`config.mk`:
```
export PLATFORM = sky130hd
export DESIGN_NAME = serial_borrow_skip_subtractor
export DESIGN_NICKNAME = d
export VERILOG_FILES = /design/src/rtl/serial_borrow_skip_subtractor.sv
export SDC_FILE = /design/constraint.sdc
export NUM_CORES = 1
export LEC_CHECK = 0
export BUFFER_PORTS_ARGS = -buffer_cell sky130_fd_sc_hd__buf_2
export CAP_MARGIN = 25
export CORE_MARGIN = 3
export CORE_UTILIZATION = 50
export DETAILED_ROUTE_END_ITERATION = 8
export GPL_ROUTABILITY_DRIVEN = 0
export GPL_TIMING_DRIVEN = 0
export MAX_ROUTING_LAYER = met4
export PLACE_DENSITY = 0.83
export SYNTH_ARGS = -nofsm -noshare
export SYNTH_HDL_FRONTEND = slang
export SYNTH_SLANG_ARGS = --single-unit
export TNS_END_PERCENT = 20
```
`constraint.sdc`:
```
create_clock -name clk -period 10.45 [get_ports clk]
set_clock_uncertainty 0.05 [all_clocks]
set_input_delay 2.09 -clock clk [delete_from_list [all_inputs] [get_ports clk]]
set_output_delay 2.09 -clock clk [all_outputs]
set_load 0.05 [all_outputs]
```
`src/rtl/serial_borrow_skip_subtractor.sv`:
```
`default_nettype none
// ============================================================================
//  Module   : serial_borrow_skip_subtractor
//  Purpose  : Multi-cycle subtractor computing diff = a - b - bin, mod 2^N.
//             Works on one 4-bit block per cycle, LSB block first, with the
//             borrow registered between blocks. The operation finishes early
//             ("borrow skip") when the carried borrow is 0 and every remaining
//             subtrahend block is 0. The remaining minuend blocks are then
//             copied straight into diff.
//  Ports    : clk, rst          - clock (rising edge), synchronous active-high reset
//             in_valid/in_ready - operand handshake (a, b, bin)
//             out_valid/out_ready - result handshake (diff, bout, overflow, early)
//             diff              - a - b - bin, mod 2^N
//             bout              - final unsigned borrow
//             overflow          - signed overflow of a - b - bin
//             early             - result completed through borrow skip
//  Revision : 1.0 - initial release
// ============================================================================
module serial_borrow_skip_subtractor #(
  parameter int N = 32
) (
  input  logic         clk,
  input  logic         rst,
  input  logic         in_valid,
  output logic         in_ready,
  input  logic [N-1:0] a,
  input  logic [N-1:0] b,
  input  logic         bin,
  output logic         out_valid,
  input  logic         out_ready,
  output logic [N-1:0] diff,
  output logic         bout,
  output logic         overflow,
  output logic         early
);

  localparam int NB = N / 4;
  localparam int IW = (NB > 1) ? $clog2(NB) : 1;
  localparam int SW = $clog2(N) + 1;

  typedef enum logic [1:0] {
    S_IDLE = 2'd0,
    S_RUN  = 2'd1,
    S_DONE = 2'd2
  } state_t;

  state_t          state_q;
  logic [N-1:0]    a_q;
  logic [N-1:0]    b_q;
  logic            borrow_q;
  logic [IW-1:0]   idx_q;
  logic [N-1:0]    diff_q;
  logic            bout_q;
  logic            ovf_q;
  logic            early_q;
  logic            in_ready_q;
  logic            out_valid_q;

  logic [4:0]      w_t;
  logic            w_last;
  logic [SW-1:0]   w_shamt;
  logic [N-1:0]    w_hi_mask;
  logic            w_skip;
  logic [N-1:0]    w_diff_blk;
  logic [N-1:0]    w_diff_run;

  // Block subtraction for the current index; bit 4 is the outgoing borrow.
  assign w_t = {1'b0, a_q[{idx_q, 2'b00} +: 4]}
             - {1'b0, b_q[{idx_q, 2'b00} +: 4]}
             - {4'b0000, borrow_q};

  assign w_last = (idx_q == IW'(NB - 1));

  // Mask of all bits above the current block. On the last block the shift
  // equals N and the mask is empty, so the skip check never fires there.
  assign w_shamt   = SW'({idx_q, 2'b00}) + SW'(4);
  assign w_hi_mask = {N{1'b1}} << w_shamt;
  assign w_skip    = !w_t[4] && ((b_q & w_hi_mask) == '0) && !w_last;

  always_comb begin
    w_diff_blk = diff_q;
    w_diff_blk[{idx_q, 2'b00} +: 4] = w_t[3:0];
  end

  // With no borrow left and nothing more to subtract, the upper result bits
  // are just the upper minuend bits.
  assign w_diff_run = w_skip ? ((w_diff_blk & ~w_hi_mask) | (a_q & w_hi_mask))
                             : w_diff_blk;

  always_ff @(posedge clk) begin
    if (rst) begin
      state_q     <= S_IDLE;
      a_q         <= '0;
      b_q         <= '0;
      borrow_q    <= 1'b0;
      idx_q       <= '0;
      diff_q      <= '0;
      bout_q      <= 1'b0;
      ovf_q       <= 1'b0;
      early_q     <= 1'b0;
      in_ready_q  <= 1'b1;
      out_valid_q <= 1'b0;
    end else begin
      case (state_q)
        S_IDLE: begin
          if (in_valid) begin
            a_q        <= a;
            b_q        <= b;
            borrow_q   <= bin;
            idx_q      <= '0;
            early_q    <= 1'b0;
            in_ready_q <= 1'b0;
            state_q    <= S_RUN;
          end
        end
        S_RUN: begin
          diff_q   <= w_diff_run;
          borrow_q <= w_t[4];
          if (w_last) begin
            bout_q      <= w_t[4];
            // w_t[3] is the final diff MSB.
            ovf_q       <= (a_q[N-1] ^ b_q[N-1]) & (a_q[N-1] ^ w_t[3]);
            early_q     <= 1'b0;
            out_valid_q <= 1'b1;
            state_q     <= S_DONE;
          end else if (w_skip) begin
            bout_q      <= 1'b0;
            ovf_q       <= 1'b0;
            early_q     <= 1'b1;
            out_valid_q <= 1'b1;
            state_q     <= S_DONE;
          end else begin
            idx_q <= idx_q + IW'(1);
          end
        end
        S_DONE: begin
          if (out_ready) begin
            out_valid_q <= 1'b0;
            in_ready_q  <= 1'b1;
            state_q     <= S_IDLE;
          end
        end
        default: begin
          out_valid_q <= 1'b0;
          in_ready_q  <= 1'b1;
          state_q     <= S_IDLE;
        end
      endcase
    end
  end

  assign in_ready  = in_ready_q;
  assign out_valid = out_valid_q;
  assign diff      = diff_q;
  assign bout      = bout_q;
  assign overflow  = ovf_q;
  assign early     = early_q;

endmodule
`default_nettype wire

```
==> out/summary.txt <==
Setup TNS: 0 ns
Initial Util: 52.7%
Share of layout cells above drive strength 1: 22.4%
Vias: 5554
Reg2Reg Depth: 13
Outcome: finished, final reports clean
Cells after Synth: 649
Setup CP Type: register to register
Slew headroom: 51.3%
Post-layout net count: 846
R2r endpoint: diff[17]
Total grt overflow: 0
Pre-antenna DRT Iters: 7
Die ar.: 0.0125 sq mm
Vias per cell: 6.14
# resized after CTS: 0
Fin Hold WS: 0.434 ns
Worst Hold Class: register to register
WP data required: 10.70 ns
CP Max Fanout: 10
Ys flop type: dfxtp_1
Max_cap viols: 0
Crit. End Element: register
Die W: 112 microns
Largest net degree at the start of global routing: 22
Hold Path Stages: 2
Worst-path clk slew: 0.11 ns
CTS Buf Count: 9
Die height: 112 microns
PortBufs: 104
Average wire per standard cell: 18.6 microns
Async S/R FF share, synth: 0%
Initial antenna violation count: 0
P_leak: 2.63 nW
Area growth syn-to-layout: 16.0%
Fin crit share: 44.9%
Reg2reg start: idx_q[0]
PwrDens: 142 mW/mm^2
Syn avg cell area: 8.60 sq um
# rows: 37
Final wirelength: 16.9 mm
#FFs+latches synth: 107
YS warnings: 0
Initial DRC Count: 637
Clock Latency Late Sink: 0.39 ns
Hold worst-path end: b_q[11]
Final Hold Fails: 0
Setup Buffers After CTS: 0
Min-Delay Startpoint: b_q[11]
Min Clock Period, post-route: 4.69 ns
Reg2reg setup slack: 5.76 ns
CTS tree: built
Total GRT Usage: 27.0%
Detail Route Antenna Nets: 0
TritonCTS Sinks: 107
Finished Cell Area: 0.00647 sq mm
Fmax: 213 MHz
Worst VDD drop: 90.4 uV
RSZ-0062 raised after global routing: no
Area post-placement: 0.00627 sq mm
Vias in the first global route: 5269
CTS H-tree depth: 3
First-pass GRT wire length: 26.3 mm
Synth unique cells: 74
IO Pins: 106
Maximum clock path buffer count: 2
N_diodes: 0
Netlist Area Pre-Place: 0.00558 sq mm
Hold buffers post-CTS: 0
Detailed placement HPWL: 12.9 mm
Worst-Margin Slew: 0.731 ns
Slew Limit Fails: 0
Startpoint Class: register
Syn_nets: 731
Clk root buf: clkbuf_8
EDFF count, synth: 0
Core Area: 0.0106 sq mm
Final setup fails: 0
Worst Path Arrival: 4.94 ns
Sequential element share of the synthesized area: 38.4%
# DRC: 0
End-of-flow core utilization: 61.1%
[power by group]
part	leakage, nW	internal (W)	switching (W)
Combinational	1.66	0.0000754	0.000135
Clock	0.0983	0.0000949	0.000163
Sequential	0.873	0.000427	0.0000219
Total	2.63	0.000598	0.000320
[layout make-up]
type | instances | area [sq um]
Inverter | 20 | 75.1
Buffer | 45 | 194
Multi-Input combinational cell | 477 | 3170
Sequential cell | 107 | 2140
Clock inverter | 7 | 77.6
Fill cell | 896 | 4130
Timing Repair Buffer | 104 | 520
Tap cell | 136 | 170
Clock buffer | 9 | 124
[how the worst max path moves through the flow]
stage / startpoint / end / slack, ns / cells past startpoint
detailed placement: idx_q[0] / overflow / 5.92 / 13
global route: idx_q[0] / diff[19] / 5.54 / 13
finish: idx_q[0] / diff[17] / 5.76 / 13
floorplan: idx_q[0] / diff[21] / 6.60 / 13
CTS: idx_q[0] / diff[19] / 5.88 / 13
global placement: idx_q[0] / bout / 6.06 / 13
[stage by stage]
stage | instances | worst slack [ns] | total power, W
6_report | 905 | 5.76 | 0.000918
4_1_cts | 905 | 5.88 | 0.000907
3_3_place_gp | 889 | 6.06 | 0.000652
3_5_place_dp | 889 | 5.92 | 0.000660
5_1_grt | 905 | 5.54 | 0.000947
2_1_floorplan | 649 | 6.60 | 0.000594
[cells in the mapped netlist, drive strengths merged, types with 3 or more instances]
library cell / instances / area [sq um]
a2111oi: 5 / 70.1
a211oi: 19 / 155
a21oi: 80 / 400
a221oi: 3 / 32.5
and2: 6 / 37.5
and3: 3 / 18.8
and4: 4 / 35.0
buf: 13 / 73.8
clkbuf: 32 / 120
dfxtp: 107 / 2140
ha: 11 / 138
inv: 19 / 71.3
mux2: 3 / 33.8
mux2i: 15 / 163
mux4: 16 / 372
nand2: 164 / 616
nand2b: 7 / 43.8
nand3: 10 / 65.1
nor2: 22 / 82.6
nor2b: 4 / 25.0
nor3: 14 / 91.3
nor3b: 4 / 30.0
nor4: 12 / 111
o2111a: 4 / 45.0
o211ai: 4 / 35.0
o21a: 3 / 22.5
o21ai: 17 / 85.1
o221a: 4 / 45.0
o22ai: 4 / 37.5
or3: 6 / 37.5
[kinds of logic (layout without fill, tap and decap cells)]
| kind of cell | count (synthesis) | in the layout | synth area share (%) |
|---|---|---|---|
| AOI/OAI and AO/OA | 161 | 161 | 19.7 |
| xor gates and xnor gates | 3 | 3 | 0.740 |
| adders and majority gates | 13 | 13 | 3.18 |
| buffers and inverters | 65 | 185 | 4.82 |
| DFF | 107 | 107 | 38.4 |
| muxes | 34 | 34 | 10.2 |
| and+or+nand+nor | 266 | 266 | 23.0 |
[critical path: stages (launching register included)]
cell      delay [ns]
dfxtp_1         0.48
buf_2           0.36
buf_2           0.40
mux4_2          0.57
mux2i_1         0.26
fa_1            0.25
inv_1           0.07
fa_1            0.43
a21boi_1        0.25
o22ai_2         0.19
a211oi_4        0.41
o21a_1          0.36
a21oi_1         0.23
a211oi_1        0.29
[metal layers]
| metal | share of wire [%] | vias to the layer above | track usage (%) |
|---|---|---|---|
| li1 | - | 2556 | - |
| met1 | 40 | 2560 | 33.7 |
| met2 | 45 | 359 | 42.6 |
| met3 | 12 | 79 | 5.92 |
| met4 | 3.7 | 0 | 10.8 |
| met5 | 0 | - | - |
[flip-flops by register name (all words and copies together), names as in the netlist]
name,count
a_q,32
b_q,32
borrow_q,1
bout,1
diff,32
early,1
idx_q,3
in_ready,1
out_valid,1
overflow,1
state_q,2
[cells in the final DEF, fill, tap and decap left out, drive strengths merged, types with 7 or more instances in the layout]
| cell | netlist | routed |
|---|---|---|
| nor2 | 22 | 22 |
| nand2 | 164 | 164 |
| buf | 13 | 117 |
| a21oi | 80 | 80 |
| nor3 | 14 | 14 |
| clkbuf | 32 | 41 |
| mux2i | 15 | 15 |
| inv | 19 | 23 |
| o21ai | 17 | 17 |
| a211oi | 19 | 19 |
| nand2b | 7 | 7 |
| ha | 11 | 11 |
| dfxtp | 107 | 107 |
| nor4 | 12 | 12 |
| nand3 | 10 | 10 |
| mux4 | 16 | 16 |
Note: power is estimated with default switching activity, not from simulation.
